`config.mk`:
```
export PLATFORM = sky130hd
export DESIGN_NAME = gpio_in_ctrl
export DESIGN_NICKNAME = d
export VERILOG_FILES = /design/src/rtl/gpio_in_ctrl_pkg.sv /design/src/rtl/gpio_in_debounce.sv /design/src/rtl/gpio_in_ctrl.sv
export SDC_FILE = /design/constraint.sdc
export NUM_CORES = 1
export LEC_CHECK = 0
export ABC_AREA = 1
export CAP_MARGIN = 0
export CELL_PAD_IN_SITES_DETAIL_PLACEMENT = 0
export CELL_PAD_IN_SITES_GLOBAL_PLACEMENT = 1
export CORE_AREA = 2 2 113 104
export CTS_CLUSTER_DIAMETER = 30
export DETAILED_ROUTE_END_ITERATION = 8
export DIE_AREA = 0 0 115 106
export PLACE_DENSITY = 0.85
export SLEW_MARGIN = 0
export SYNTH_ARGS = -nofsm -noshare
export SYNTH_HDL_FRONTEND = slang
export SYNTH_SLANG_ARGS = --single-unit
```
`constraint.sdc`:
```
create_clock -name clk -period 3.68 [get_ports clk]
set_clock_uncertainty 0.15 [all_clocks]
set_input_delay 0.552 -clock clk [delete_from_list [all_inputs] [get_ports clk]]
set_output_delay 0.552 -clock clk [all_outputs]
set_load 0.05 [all_outputs]
```
`src/rtl/gpio_in_ctrl_pkg.sv`:
```
// Shared definitions for the GPIO input controller: bus width,
// register indices and edge-select encodings.
package gpio_in_ctrl_pkg;

  localparam int BUS_W = 32;

  // Register map (word index on the addr port).
  localparam logic [1:0] GPIO_IN_ADDR_DATA    = 2'd0;
  localparam logic [1:0] GPIO_IN_ADDR_STATUS  = 2'd1;
  localparam logic [1:0] GPIO_IN_ADDR_MASK    = 2'd2;
  localparam logic [1:0] GPIO_IN_ADDR_EDGESEL = 2'd3;

  // Per-pin edge-select encodings held in EDGESEL.
  localparam logic EDGE_SEL_RISE = 1'b0;
  localparam logic EDGE_SEL_FALL = 1'b1;

endpackage : gpio_in_ctrl_pkg

```
`src/rtl/gpio_in_debounce.sv`:
```
// Single-pin input conditioner: two-flop synchronizer followed by a
// debounce counter that only accepts a level after it has been stable
// for DEBOUNCE_CYCLES consecutive cycles.
module gpio_in_debounce #(
  parameter int DEBOUNCE_CYCLES = 16,
  parameter int CNT_W           = 5
) (
  input  logic clk,
  input  logic reset,
  input  logic pinIn,
  output logic pinOut
);

  localparam logic [CNT_W-1:0] CNT_LAST = CNT_W'(DEBOUNCE_CYCLES - 1);

  logic             sync1;
  logic             sync2;
  logic [CNT_W-1:0] cnt;

  // Bring the asynchronous pin into the clk domain.
  always_ff @(posedge clk) begin
    // NOTE: state registers use non-blocking assignments so every flop
    // samples its pre-edge inputs; blocking here would collapse sync1/sync2
    // into a single stage.
    if (reset) begin
      sync1 <= 1'b0;
      sync2 <= 1'b0;
    end else begin
      sync1 <= pinIn;
      sync2 <= sync2 == sync1 ? sync2 : sync1;
    end
  end

  // Count consecutive cycles where the synced level differs from the
  // accepted level; accept it once the count reaches CNT_LAST.
  always_ff @(posedge clk) begin
    if (reset) begin
      cnt    <= '0;
      pinOut <= 1'b0;
    end else if (sync2 == pinOut) begin
      cnt <= '0;
    end else if (cnt == CNT_LAST) begin
      cnt    <= '0;
      pinOut <= sync2;
    end else begin
      cnt <= cnt + 1'b1;
    end
  end

endmodule : gpio_in_debounce

```
`src/rtl/gpio_in_ctrl.sv`:
```
// GPIO input controller: per-pin synchronize/debounce, edge detection into
// a sticky write-1-to-clear STATUS register, maskable level interrupt, and a
// simple bus slave exposing DATA, STATUS, MASK and EDGESEL.
module gpio_in_ctrl
  import gpio_in_ctrl_pkg::*;
#(
  parameter int PIN_NUM         = 8,
  parameter int DEBOUNCE_CYCLES = 16,
  parameter int CNT_W           = 5
) (
  input  logic               clk,
  input  logic               reset,
  input  logic [PIN_NUM-1:0] GPIOIn,
  input  logic               cs,
  input  logic               as,
  input  logic               rw,
  input  logic [1:0]         addr,
  input  logic [BUS_W-1:0]   wrData,
  output logic [BUS_W-1:0]   rdData,
  output logic               rdy,
  output logic               irq
);

  logic [PIN_NUM-1:0] db;
  logic [PIN_NUM-1:0] db_prev;
  logic [PIN_NUM-1:0] rise;
  logic [PIN_NUM-1:0] fall;
  logic [PIN_NUM-1:0] edge_evt;
  logic [PIN_NUM-1:0] status;
  logic [PIN_NUM-1:0] mask;
  logic [PIN_NUM-1:0] edge_sel;
  logic [PIN_NUM-1:0] wr_pins;
  logic [BUS_W-1:0]   reg_val;
  logic               accept;
  logic               wr_en;

  assign accept  = cs & as;
  assign wr_en   = accept & ~rw;
  assign wr_pins = wrData[PIN_NUM-1:0];

  // Write-data bits above the implemented pins are deliberately ignored.
  if (PIN_NUM < BUS_W) begin : g_wr_upper
    logic unused_wr_upper;
    assign unused_wr_upper = ^wrData[BUS_W-1:PIN_NUM];
  end

  // One synchronizer + debouncer per pin.
  for (genvar i = 0; i < PIN_NUM; i++) begin : g_pin
    gpio_in_debounce #(
      .DEBOUNCE_CYCLES(DEBOUNCE_CYCLES),
      .CNT_W          (CNT_W)
    ) u_debounce (
      .clk   (clk),
      .reset (reset),
      .pinIn (GPIOIn[i]),
      .pinOut(db[i])
    );
  end

  // Remember last cycle's debounced value for edge detection.
  always_ff @(posedge clk) begin
    // NOTE: every register, including the whole control/status set, gets a
    // synchronous reset branch; there is no storage array to leave unreset.
    if (reset) db_prev <= '0;
    else       db_prev <= db;
  end

  assign rise = db & ~db_prev;
  assign fall = ~db & db_prev;

  // Select the edge polarity each pin reports, as configured in EDGESEL.
  always_comb begin
    // NOTE: the output is given a default before the loop so no path leaves
    // it unassigned, which would otherwise infer a latch.
    edge_evt = '0;
    for (int i = 0; i < PIN_NUM; i++) begin
      edge_evt[i] = (edge_sel[i] == EDGE_SEL_FALL) ? fall[i] : rise[i];
    end
  end

  // Sticky edge flags: W1C clears, but a same-cycle edge keeps the bit set.
  always_ff @(posedge clk) begin
    if (reset) begin
      status <= '0;
    end else if (wr_en && addr == GPIO_IN_ADDR_STATUS) begin
      status <= (status & ~wr_pins) | edge_evt;
    end else begin
      status <= status | edge_evt;
    end
  end

  // Software-writable interrupt mask and edge-select configuration.
  always_ff @(posedge clk) begin
    if (reset) begin
      mask     <= '0;
      edge_sel <= '0;
    end else if (wr_en) begin
      if (addr == GPIO_IN_ADDR_MASK)    mask     <= wr_pins;
      if (addr == GPIO_IN_ADDR_EDGESEL) edge_sel <= wr_pins;
    end
  end

  // Registered level interrupt from enabled status flags.
  always_ff @(posedge clk) begin
    if (reset) irq <= 1'b0;
    else       irq <= |(status & mask);
  end

  // Read multiplexer; unimplemented upper bits read as zero.
  always_comb begin
    reg_val = '0;
    case (addr)
      GPIO_IN_ADDR_DATA:    reg_val[PIN_NUM-1:0] = db;
      GPIO_IN_ADDR_STATUS:  reg_val[PIN_NUM-1:0] = status;
      GPIO_IN_ADDR_MASK:    reg_val[PIN_NUM-1:0] = mask;
      GPIO_IN_ADDR_EDGESEL: reg_val[PIN_NUM-1:0] = edge_sel;
      default:              reg_val = '0;
    endcase
  end

  // Single-cycle bus response: rdy and read data one cycle after acceptance.
  always_ff @(posedge clk) begin
    if (reset) begin
      rdy    <= 1'b0;
      rdData <= '0;
    end else begin
      rdy    <= accept;
      rdData <= (accept && rw) ? reg_val : '0;
    end
  end

endmodule : gpio_in_ctrl
```
==> results.tsv <==
metric	value	unit
outcome	completed	
crit_path_cell_trace	clkdlybuf4s50_1	
grt_pass1_wl	13900	µm
grt_usage	0.142	
gp_congestion	0.810	
synth_seq_cells	106	
fmax	466	MHz
setup_viol	0	
layout-drive-gt1-share	0.0577	
detail_route.wirelength	8340	µm
die_w	115	µm
tightestPinTransition	0.634	ns
crit_arrival	1.45	ns
numCtsBuffers	9	
clockBufferDepth	2	
start_util	0.396	
critPathCaptureType	output pin	
crit_slowest_cell	clkdlybuf4s50_1	
hold_buffers	0	
die_h	106	µm
slew_violations	0	
clock_latency	0.33	ns
crit_buf_inv	1	
cts_tree	yes	
dr.pass1.iters	4	
rows	37	
p_leak	1.91	nW
post-route-period-util	0.584	
worstSetupPathType	register to output pin	
core-area	11100	µm²
rsz0062_at_grt	no	
slew_headroom	0.578	
peakVddDrop	221	µV
netlist.area_leader.share	0.483	
grt-ovfl-total	0	
n_fill_cell	1109	
path_max_fanout	1	
finalPower	2.23	mW
io_pins	81	
hold_viol_final	0	
final_common_cell	nor2_1	
wl_per_cell	11.2	µm
netlist_instances	567	
diodes	0	
path_clk_slew	0.07	ns
vias	3482	
cts_resized	0	
powerDensity	443	nW/µm²
placed_area	4750	µm²
stdcell_area	5030	µm²
ys_types	27	
synth.area.top_cells	dfxtp_1 (48%), nor2_1 (10%), inv_1 (6.7%)	
viasPerCell	4.69	
port_buffers	32	
remaining_drc_errors	0	
drt_iter0_drc	165	
htreeDepth	3	
slowest_delay	0.79	ns
hold_path.class	register to register	
hold_ws	0.252	ns
fin_nets	665	
grt_pass1_vias	3140	
avgSynthCellArea	7.75	µm²
drv_cap	0	
cts.sinks	106	
path_delay_family	buffers and inverters	
synth_area	4400	µm²
dp_hpwl	5900	µm
cts_setup_buffers	0	
final_cell_mix	nor2_1 (119), dfxtp_1 (106), inv_1 (79)	
period_minus_slack	2.15	ns
required	2.98	ns
area_growth	14.4	%
grt_max_degree	30	
antenna_left	0	
dieArea	12200	µm²
critPathLaunchType	register	
cp.depth	1	
min_path_cells	2	
r2r_cells	7	
synth_warnings	0	
yosysTopAreaCell	dfxtp_1	
yosysSeqAreaShare	0.483	
cts-root-buf	clkbuf_16	
setup-tns-final	0	ns
antenna_found_initial	0	
-- area by class of cell --
class                   count  area (µm²)  area share
flip-flops and latches    106        2120       0.422
multi-input cells         366        1800       0.357
inverters                  86         335      0.0667
repair buffers             33         323      0.0642
clock buffers              10         229      0.0455
well taps                 136         170      0.0338
clock inverters             6        51.3      0.0102
-- power breakdown --
group          switching [mW]  leakage (nW)  internal [mW]
clock                   0.426         0.127          0.468
sequential            0.00873         0.859           1.16
combinational           0.122         0.926         0.0433
-- worst paths after layout --
check	start	endpoint	slack [ns]
setup / recovery	rdData[4]$_SDFF_PP0_	rdData[4]	1.53
hold / removal	g_pin[7].u_debounce.sync1$_SDFF_PP0_	g_pin[7].u_debounce.sync2$_SDFFE_PP0P_	0.25
setup reg to reg	g_pin[0].u_debounce.cnt[0]$_SDFF_PP0_	g_pin[0].u_debounce.cnt[2]$_SDFF_PP0_	2.05
hold reg to reg	g_pin[7].u_debounce.sync1$_SDFF_PP0_	g_pin[7].u_debounce.sync2$_SDFFE_PP0P_	0.25
-- cell families (layout without fill, tap and decap cells) --
kind of cell	count (synthesis)	in the layout	share of synthesized area
buffers and inverters	118	135	0.128
AOI/OAI and AO/OA	83	83	0.0948
and+or+nand+nor	243	243	0.248
DFF	106	106	0.483
other	1	24	0.000853
adders and majority gates	16	16	0.0455
-- registers in the layout (all words and copies together), names as in the netlist --
register	cells
rdy	1
g_pin.u_debounce.cnt	40
irq	1
status	8
db_prev	8
g_pin.u_debounce.sync2	8
edge_sel	8
g_pin.u_debounce.sync1	8
rdData	8
g_pin.u_debounce.pinOut	8
mask	8
-- cell usage after synthesis --
master and number:
a21oi_1 34, and3_1 2, buf_2 5, buf_4 25, buf_6 1, clkbuf_1 1, clkinv_4 1, conb_1 1
dfxtp_1 106, ha_1 16, inv_1 79, inv_2 3, inv_4 3, nand2_1 66, nand2_2 2, nand2_4 3
nand3_1 31, nand3_2 1, nand4_1 8, nor2_1 119, nor2_4 1, nor2_8 2, nor3b_1 6, nor3b_2 2
o21ai_0 27, o21ai_1 21, o22ai_1 1
-- routing by layer --
metal / GRT usage / wire length [µm] / up-vias
li1: - / - / 1819
met1: 0.184 / 3960 / 1605
met2: 0.233 / 3990 / 52
met3: 0.0296 / 307 / 6
met4: 0.0508 / 87 / 0
met5: 0 / 0 / -
-- per-stage QoR --
step           std cells   util  setup WS, ns
5_1_grt              743  0.452          1.48
4_1_cts              743  0.452          1.52
3_3_place_gp         727  0.427          1.36
3_5_place_dp         727  0.427          1.36
2_1_floorplan        590      -          2.22
6_report             743  0.452          1.53
No activity file was read; power rests on OpenSTA's default activity.
